**src/rtl/imem_loader.sv**
```systemverilog
// imem_loader: boot-time loader that writes instruction memory from a framed byte stream
module imem_loader #(
    parameter logic [31:0] BASE_ADDR = 32'h0000_0000,
    parameter int          MAX_WORDS = 256
) (
    input  logic        clk,
    input  logic        reset,
    input  logic        in_valid,
    input  logic [7:0]  in_data,
    output logic        in_ready,
    output logic        mem_we,
    output logic [31:0] mem_addr,
    output logic [31:0] mem_wdata,
    output logic        core_hold,
    output logic        done,
    output logic        error
);
    localparam logic [2:0] S_HDR0 = 3'd0;
    localparam logic [2:0] S_HDR1 = 3'd1;
    localparam logic [2:0] S_CHK  = 3'd2;
    localparam logic [2:0] S_DATA = 3'd3;
    localparam logic [2:0] S_CSUM = 3'd4;
    localparam logic [2:0] S_DONE = 3'd5;
    localparam logic [2:0] S_ERR  = 3'd6;
    localparam logic [15:0] MAX_N = 16'(MAX_WORDS);

    logic [2:0]  state;
    logic [15:0] cnt;
    logic [15:0] word_cnt;
    logic [1:0]  lane;
    logic [23:0] wbuf;
    logic [7:0]  csum;
    logic [31:0] next_addr;
    logic        take;

    // bytes are only taken in receiving states, and never while reset is held
    always_comb begin
        in_ready = reset && (state == S_HDR0 || state == S_HDR1 || state == S_DATA || state == S_CSUM);
        take     = in_valid && in_ready;
    end

    // frame sequencer: header, size check, word assembly with memory writes, checksum verdict
    always_ff @(posedge clk or negedge reset) begin
        if (!reset) begin
            state     <= S_HDR0;
            cnt       <= '0;
            word_cnt  <= '0;
            lane      <= '0;
            wbuf      <= '0;
            csum      <= '0;
            next_addr <= BASE_ADDR;
            mem_we    <= 1'b0;
            mem_addr  <= BASE_ADDR;
            mem_wdata <= '0;
            core_hold <= 1'b1;
            done      <= 1'b0;
            error     <= 1'b0;
        end else begin
            mem_we <= 1'b0;
            case (state)
                S_HDR0: if (take) begin
                    cnt[7:0] <= in_data;
                    state    <= S_HDR1;
                end
                S_HDR1: if (take) begin
                    cnt[15:8] <= in_data;
                    state     <= S_CHK;
                end
                S_CHK: begin
                    if (cnt > MAX_N) begin
                        state <= S_ERR;
                        error <= 1'b1;
                    end else begin
                        state <= (cnt == 16'd0) ? S_CSUM : S_DATA;
                    end
                end
                S_DATA: if (take) begin
                    csum <= csum ^ in_data;
                    lane <= lane + 2'd1;
                    if (lane == 2'd3) begin
                        mem_we    <= 1'b1;
                        mem_addr  <= next_addr;
                        mem_wdata <= {in_data, wbuf};
                        next_addr <= next_addr + 32'd4;
                        word_cnt  <= word_cnt + 16'd1;
                        if (word_cnt == cnt - 16'd1)
                            state <= S_CSUM;
                    end else begin
                        wbuf <= {in_data, wbuf[23:8]};
                    end
                end
                S_CSUM: if (take) begin
                    if (in_data == csum) begin
                        state     <= S_DONE;
                        done      <= 1'b1;
                        core_hold <= 1'b0;
                    end else begin
                        state <= S_ERR;
                        error <= 1'b1;
                    end
                end
                default: ;
            endcase
        end
    end
endmodule

```
**config.mk**
```make
export PLATFORM = sky130hd
export DESIGN_NAME = imem_loader
export DESIGN_NICKNAME = d
export VERILOG_FILES = /design/src/rtl/imem_loader.sv
export SDC_FILE = /design/constraint.sdc
export NUM_CORES = 1
export LEC_CHECK = 0
export CELL_PAD_IN_SITES_DETAIL_PLACEMENT = 0
export CELL_PAD_IN_SITES_GLOBAL_PLACEMENT = 1
export CORE_ASPECT_RATIO = 1.2
export CORE_MARGIN = 4
export CORE_UTILIZATION = 50
export CTS_CLUSTER_SIZE = 25
export DETAILED_ROUTE_END_ITERATION = 16
export PLACE_DENSITY = 0.85
export RECOVER_POWER = 25
export SETUP_SLACK_MARGIN = 0.1
export SLEW_MARGIN = 20
export SYNTH_ARGS = -nofsm -noshare
export SYNTH_HDL_FRONTEND = slang
export SYNTH_SLANG_ARGS = --single-unit
export TNS_END_PERCENT = 50
```
**constraint.sdc**
```tcl
create_clock -name clk -period 5.6 [get_ports clk]
set_input_delay 0.84 -clock clk [delete_from_list [all_inputs] [get_ports clk]]
set_output_delay 0.84 -clock clk [all_outputs]
set_load 0.02 [all_outputs]
```
Yosys cells after proc, flatten, opt, wreduce, memory -nomap -nowiden:

Index checks and enable logic that the tools add are counted.

* input port bits: 11
* bits in registers: 169

* bitwise gates (word level): 2
* reduce and logical (&&, ||, !) cells: 17
* equality and inequality tests: 15
* magnitude comparators: 1
* multiplexer cells: 17
* add/subtract/negate cells: 4

Operator list (count)
* $add A32 B3 Y32 const B: 1
* $mux W3: 8
* $add A16 B1 Y16 const B: 1
* $eq A16 B16 Y1: 1
* $gt A16 B9 Y1 const B: 1
* $logic_not A16 Y1: 1
* $sub A16 B1 Y16 const B: 1
* $pmux W3 S5: 1
* $ne A2 B2 Y1 const B: 6
* $reduce_and A3 Y1: 3
* $eq A8 B8 Y1: 1
* $xor A8 B8 Y8: 1
* $reduce_and A7 Y1: 1
* $eq A3 B2 Y1 const B: 2
* $mux W1: 6
* $reduce_and A2 Y1: 3
* $reduce_bool A5 Y1: 1
* $ne A2 B1 Y1 const B: 2
* $reduce_and A4 Y1: 1
* $eq A3 B1 Y1 const B: 1
* $eq A3 B3 Y1 const B: 1
* $logic_not A3 Y1: 1
* $logic_or A1 B1 Y1: 3
* $add A2 B1 Y2 const B: 1
* 6 further kinds: 7

Longest topological paths before layout:

* depth in word-level cells: 8
* mapped depth: 9
* gate-level depth less buffers: 8

Worst setup path after synthesis:

Ideal clock, no wire load.

* kind: input to register
* start: in in_valid
* end: reg next_addr[22]
* buffers on the path: 0
* setup slack: 3.229 ns
* setup time: 0.123 ns
* required time: 5.477 ns
* stages: 6
* data arrival time: 2.249 ns
* cell sequence: and3_1 > nand3_1 > nor4_2 > nand4_1 > or2_2 > xnor2_1

* word-level cells in the longest chain between the ends: 2

RTL lines
* from (decl): line 8 `input logic in_valid,`
* $logic_and A1 B1 Y1: line 39 `take = in_valid && in_ready;`
* $reduce_and A3 Y1 (no line)
* to (signal assigned): line 84 `next_addr <= next_addr + 32'd4;`
* to (decl): line 33 `logic [31:0] next_addr;`

No other way between the ends.
A chain may end at the register's enable or synchronous reset.

==> reports/metrics.cfg <==
[clocking]
cts_tree=done
ctsHtreeMaxLevel=4
max-clock-path-buffers=2
postCtsHoldBufs=0
cts_buffers=17
path_clk_slew_ps=60
insertion_delay_ps=430
cts_num_sinks=165
clockRootBuffer=clkbuf_16
cts-resized-gates=0
cts_setup_buffers=0

[floorplan]
io_pins=80
start_util_pct=51.7
fp.dieW_um=118
num_rows=47
core_um2=14000
die_y_um=140
dieArea_um2=16500

[final_layout]
nets=648
utilization_pct=62.5
syn_to_final_growth_pct=20.8
num_antenna_cells=0
instances_no_fill=817
drive_gt1_share_pct=24.5
fin_area_um2=8740

[synthesis]
postSynthCellCount=552
syn-cell-area_um2=7240
async_flop_share_pct=100
ys_types=60
yosys_warnings=0
ys.flop_type=dfrtp_1
ys_ff_latch=165
synth_edf_count=0
syn_avg_cell_area_um2=13.1
yosysSeqAreaShare_pct=57.0

[sta]
slew_headroom_pct=-54.5
holdWs_ps=421
maxSlewViolCount=45
rsz0062_at_grt=no
fmax_mhz=328
finalClockSkew_ps=8.17
post-route-worst-setup-slack_ps=2550
period_minus_slack_ps=3050
fin_setup_tns_ps=0
fin_crit_sh_pct=54.5
tightest_slew_ps=2320
finalSetupViolCount=0
hold_viol_final=0

[setup_path]
critPathSlowestCell=clkbuf_1
worstPathBufferInverterCount=2
rr_worst_depth=8
worstPathMaxFanout=72
critPathCaptureType=asynchronous set/reset pin
crit_chain=buf_6 > clkbuf_1
worstSetupStartpointType=input port
worst_ep_required_time_ps=5650
r2r-start=cnt[0]
r2r_end=state[1]
cp_top_family=buffers and inverters
rrSetupSlack_ps=2700
criticalPathCategory=input port to asynchronous set/reset pin
crit_path_max_incr_delay_ps=1710
arrival_ps=3110

[placed_design]
hpwl_um=10400
place_area_um2=8150
dp_worst_setup_slack_ps=2230
gp_congestion=0.870
placed_cells=785
io_buffers=77

[detailed_routing]
ant_nets=0
finalWirelength_um=14900
dr.pass1.iters=4
routed.top_layer=met4
wl_met2_um=7810
wl_per_cell_um=18.2
drc=0
met3_length_um=712
dr_total_vias=4528
post_drt_via_cell_ratio=5.54
wl_met1_um=6120
drtIter0Drc=251

[flow_run]
drv_cap=1

[min_path]
hold_path.class=input port to asynchronous set/reset pin

[power]
leakage_nw=3.93
p_per_area_nw_per_um2=430
irDropWorstVdd_uv=394
power_mw=3.76

[global_routing]
gr-total-overflow=0
grt_max_degree=73
antenna_found_initial=0
grt_usage_pct=19.4
grt_pass1_wl_um=25400
grt_pass1_vias=4894

[run_status]
violations=capacitance limit, slew limit
outcome=complete, but fails checks

==> logic make-up after synthesis <==
logic type / share of synthesized area (%)
and+or+nand+nor: 10.8
muxes: 16.5
AOI/OAI and AO/OA: 3.54
adders and majority gates: 0.691
DFF: 57.0
xor gates and xnor gates: 9.56
other: 0.0518
buffers and inverters: 1.85
==> layout make-up <==
cell class / instances / area (um2)
sequential: 165 / 4130
clock inverter: 12 / 149
inverter: 3 / 11.3
timing repair buffer: 82 / 806
fill: 1120 / 5250
tap: 171 / 214
multi-input combinational: 364 / 2990
clock buffer: 20 / 447
==> synthesized netlist by cell type, drive strengths merged, types with 4 or more instances <==
library cell	number	share of area (%)
nor3	6	0.41
nor4	7	0.78
ha	4	0.69
dfrtp	164	57
o21ai	7	0.48
clkbuf	16	1.1
buf	5	0.59
nand3	22	1.5
a21oi	4	0.28
nand2	30	1.6
nor2	16	0.83
and2	8	0.69
xnor2	51	6.2
or2	4	0.35
nand4	12	1.0
xor2	28	3.4
a21o	4	0.45
and4	6	0.73
mux2	105	16
and3	8	0.69
==> where the power goes <==
group,internal (mW),total [mW],switching [mW],leakage (nW)
Sequential,1.47,1.67,0.203,2.14
Clock,0.713,1.18,0.465,0.295
Combinational,0.495,0.912,0.417,1.50
Total,2.68,3.76,1.08,3.93
==> how the worst max path moves through the flow <==
stage	from	to	slack, ps	cells after the start
after detailed placement	reset	next_addr[22]	2230	7
after global routing	reset	next_addr[15]	1990	2
after CTS	reset	in_ready	2560	3
after global placement	reset	next_addr[29]	2310	7
after floorplan	in_valid	next_addr[22]	3230	6
final	reset	state[1]	2550	2
==> cell usage in the layout, fill, tap and decap left out, types with 3 or more instances in the layout <==
cell type / instances
nor3_1: 5
buf_4: 4
o21ai_0: 7
ha_1: 4
mux2_2: 105
a21oi_1: 4
nand4_1: 12
clkinv_2: 5
clkbuf_16: 17
nand2b_1: 3
nand2_1: 30
nor2_1: 16
or2_2: 3
and2_1: 7
and4_1: 6
dfrtp_1: 164
inv_1: 3
inv_6: 3
nor4_1: 5
nand3_1: 22
xor2_1: 28
clkbuf_1: 3
clkdlybuf4s50_1: 76
and3_1: 8
xnor2_1: 51
bufinv_16: 3
==> flip-flops by register name (all words and copies together), names as in the netlist <==
register	cells
cnt	16
core_hold	1
csum	8
done	1
error	1
lane	2
mem_addr	30
mem_wdata	32
mem_we	1
next_addr	30
state	3
wbuf	24
word_cnt	16
==> per-layer routing <==
metal	vias to the layer above	track usage [%]
met5	-	0
met4	0	7.22
met3	18	5.93
met2	101	33.3
met1	2303	23.0
li1	2106	-
Power figures use the tool's default switching activity.
==> RTL change: new RTL, config.mk and constraints unchanged <==
Put one more register stage on the output `error`, with the module's reset. The value now appears one clock later. The other outputs are not delayed to match.
--- a/src/rtl/imem_loader.sv
+++ b/src/rtl/imem_loader.sv
@@ -25,2 +25,4 @@
     localparam logic [15:0] MAX_N = 16'(MAX_WORDS);
+
+    logic error_s0;
 
@@ -56,3 +58,3 @@
             done      <= 1'b0;
-            error     <= 1'b0;
+            error_s0  <= 1'b0;
         end else begin
@@ -71,3 +73,3 @@
                         state <= S_ERR;
-                        error <= 1'b1;
+                        error_s0 <= 1'b1;
                     end else begin
@@ -98,3 +100,3 @@
                         state <= S_ERR;
-                        error <= 1'b1;
+                        error_s0 <= 1'b1;
                     end
@@ -105,2 +107,10 @@
     end
+    always_ff @(posedge clk or negedge reset) begin
+        if (!reset) begin
+            error <= '0;
+        end else begin
+            error <= error_s0;
+        end
+    end
+
 endmodule
Function: changed (a bounded check fails within 4 cycles, from zero or initial values and one cycle with reset low).
==> RTL change against the original RTL <==
- the flow still finishes with violations (max-capacitance violations, max-slew violations)
- combinational power shrank 1%
- wire length shrank 1.1%
- sequential cell count grew 1
- setup slack lost 870 ps
- first-iteration DRC count shrank 20%
- synthesized area grew 0.35%
- final cell count grew 0.49%
- critical path depth grew 3
- sequential share of layout area grew 0.27 points
- cell area is essentially flat
- count of clock-buffer cells in the layout grew 1
- total power shrank 1.2%
- core utilization shrank 1.3 points
- sequential power is essentially flat
- critical path type is now in2reg
- largest cell class unchanged
==> RTL change: results <==
[sta]
maxSlewViolCount = 33
worst_slew_pin_slew_ps = 1710
fin_worst_skew_ps = 9.87
fmax_mhz = 255

[power_and_ir_drop]
p_leak_nw = 3.92
seq_power_share_pct = 44.9
swShare_pct = 29.4
clkPwrFrac_pct = 30.8
p_sw_mw = 1.09

[grt]
grt.total_usage_pct = 19.0
grt_start_max_net_pins = 79

[detailed_routing]
drt_iter0_markers = 201
drtPass1Iterations = 5
wirelength_mm = 14.7

[synth]
synth_common_cells = "dfrtp_1 (165), mux2_2 (105), xnor2_1 (51)"
avgSynthCellArea_um2 = 13.1
synthTopCellsByArea = "dfrtp_1 (57%), mux2_2 (16%), xnor2_1 (6.1%), xor2_1 (3.4%), nand2_1 (1.5%)"
ys_seq_area_share_pct = 57.2

[placement]
post-place-cells = 789

[hold_path]
min_path_type = "reg2reg"

[worst_setup_path]
critPathMaxFanout = 38
max_stage_delay_ps = 1200
r2r_end = "state[0]"
arrival_ps = 4240
rrSetupSlack_ps = 2610

[final_layout]
drive_above_1_share_pct = 24.3

[flow_run]
drv_cap = 1

[status]
violations = "max-capacitance violations, max-slew violations"
outcome = "complete, but fails checks"
==> RTL change: worst max-delay path: cells and delay by family <==
family | cells | cell delay (ps)
buf+inv | 2 | 1750
mux | 1 | 400
simple gates | 2 | 1200
==> RTL change: layout make-up <==
cell class,count,area (µm²)
fill,1134,5550
sequential,166,4160
multi-input combinational,364,2990
timing repair buffer,81,791
clock buffer,21,470
tap,175,219
clock inverter,11,113
inverter,3,11.3
==> RTL change: layer usage <==
metal	track usage (%)	share of wire, %
met3	5.25	4.2
met1	22.6	42
met5	0	0
met4	7.59	1.5
met2	32.9	52
==> RTL change: kinds of logic after synthesis <==
group / synth area share, %
xor gates and xnor gates: 9.52
and+or+nand+nor: 10.8
adders and majority gates: 0.689
muxes: 16.4
other: 0.0516
buffers and inverters: 1.84
DFF: 57.2
AOI/OAI and AO/OA: 3.53
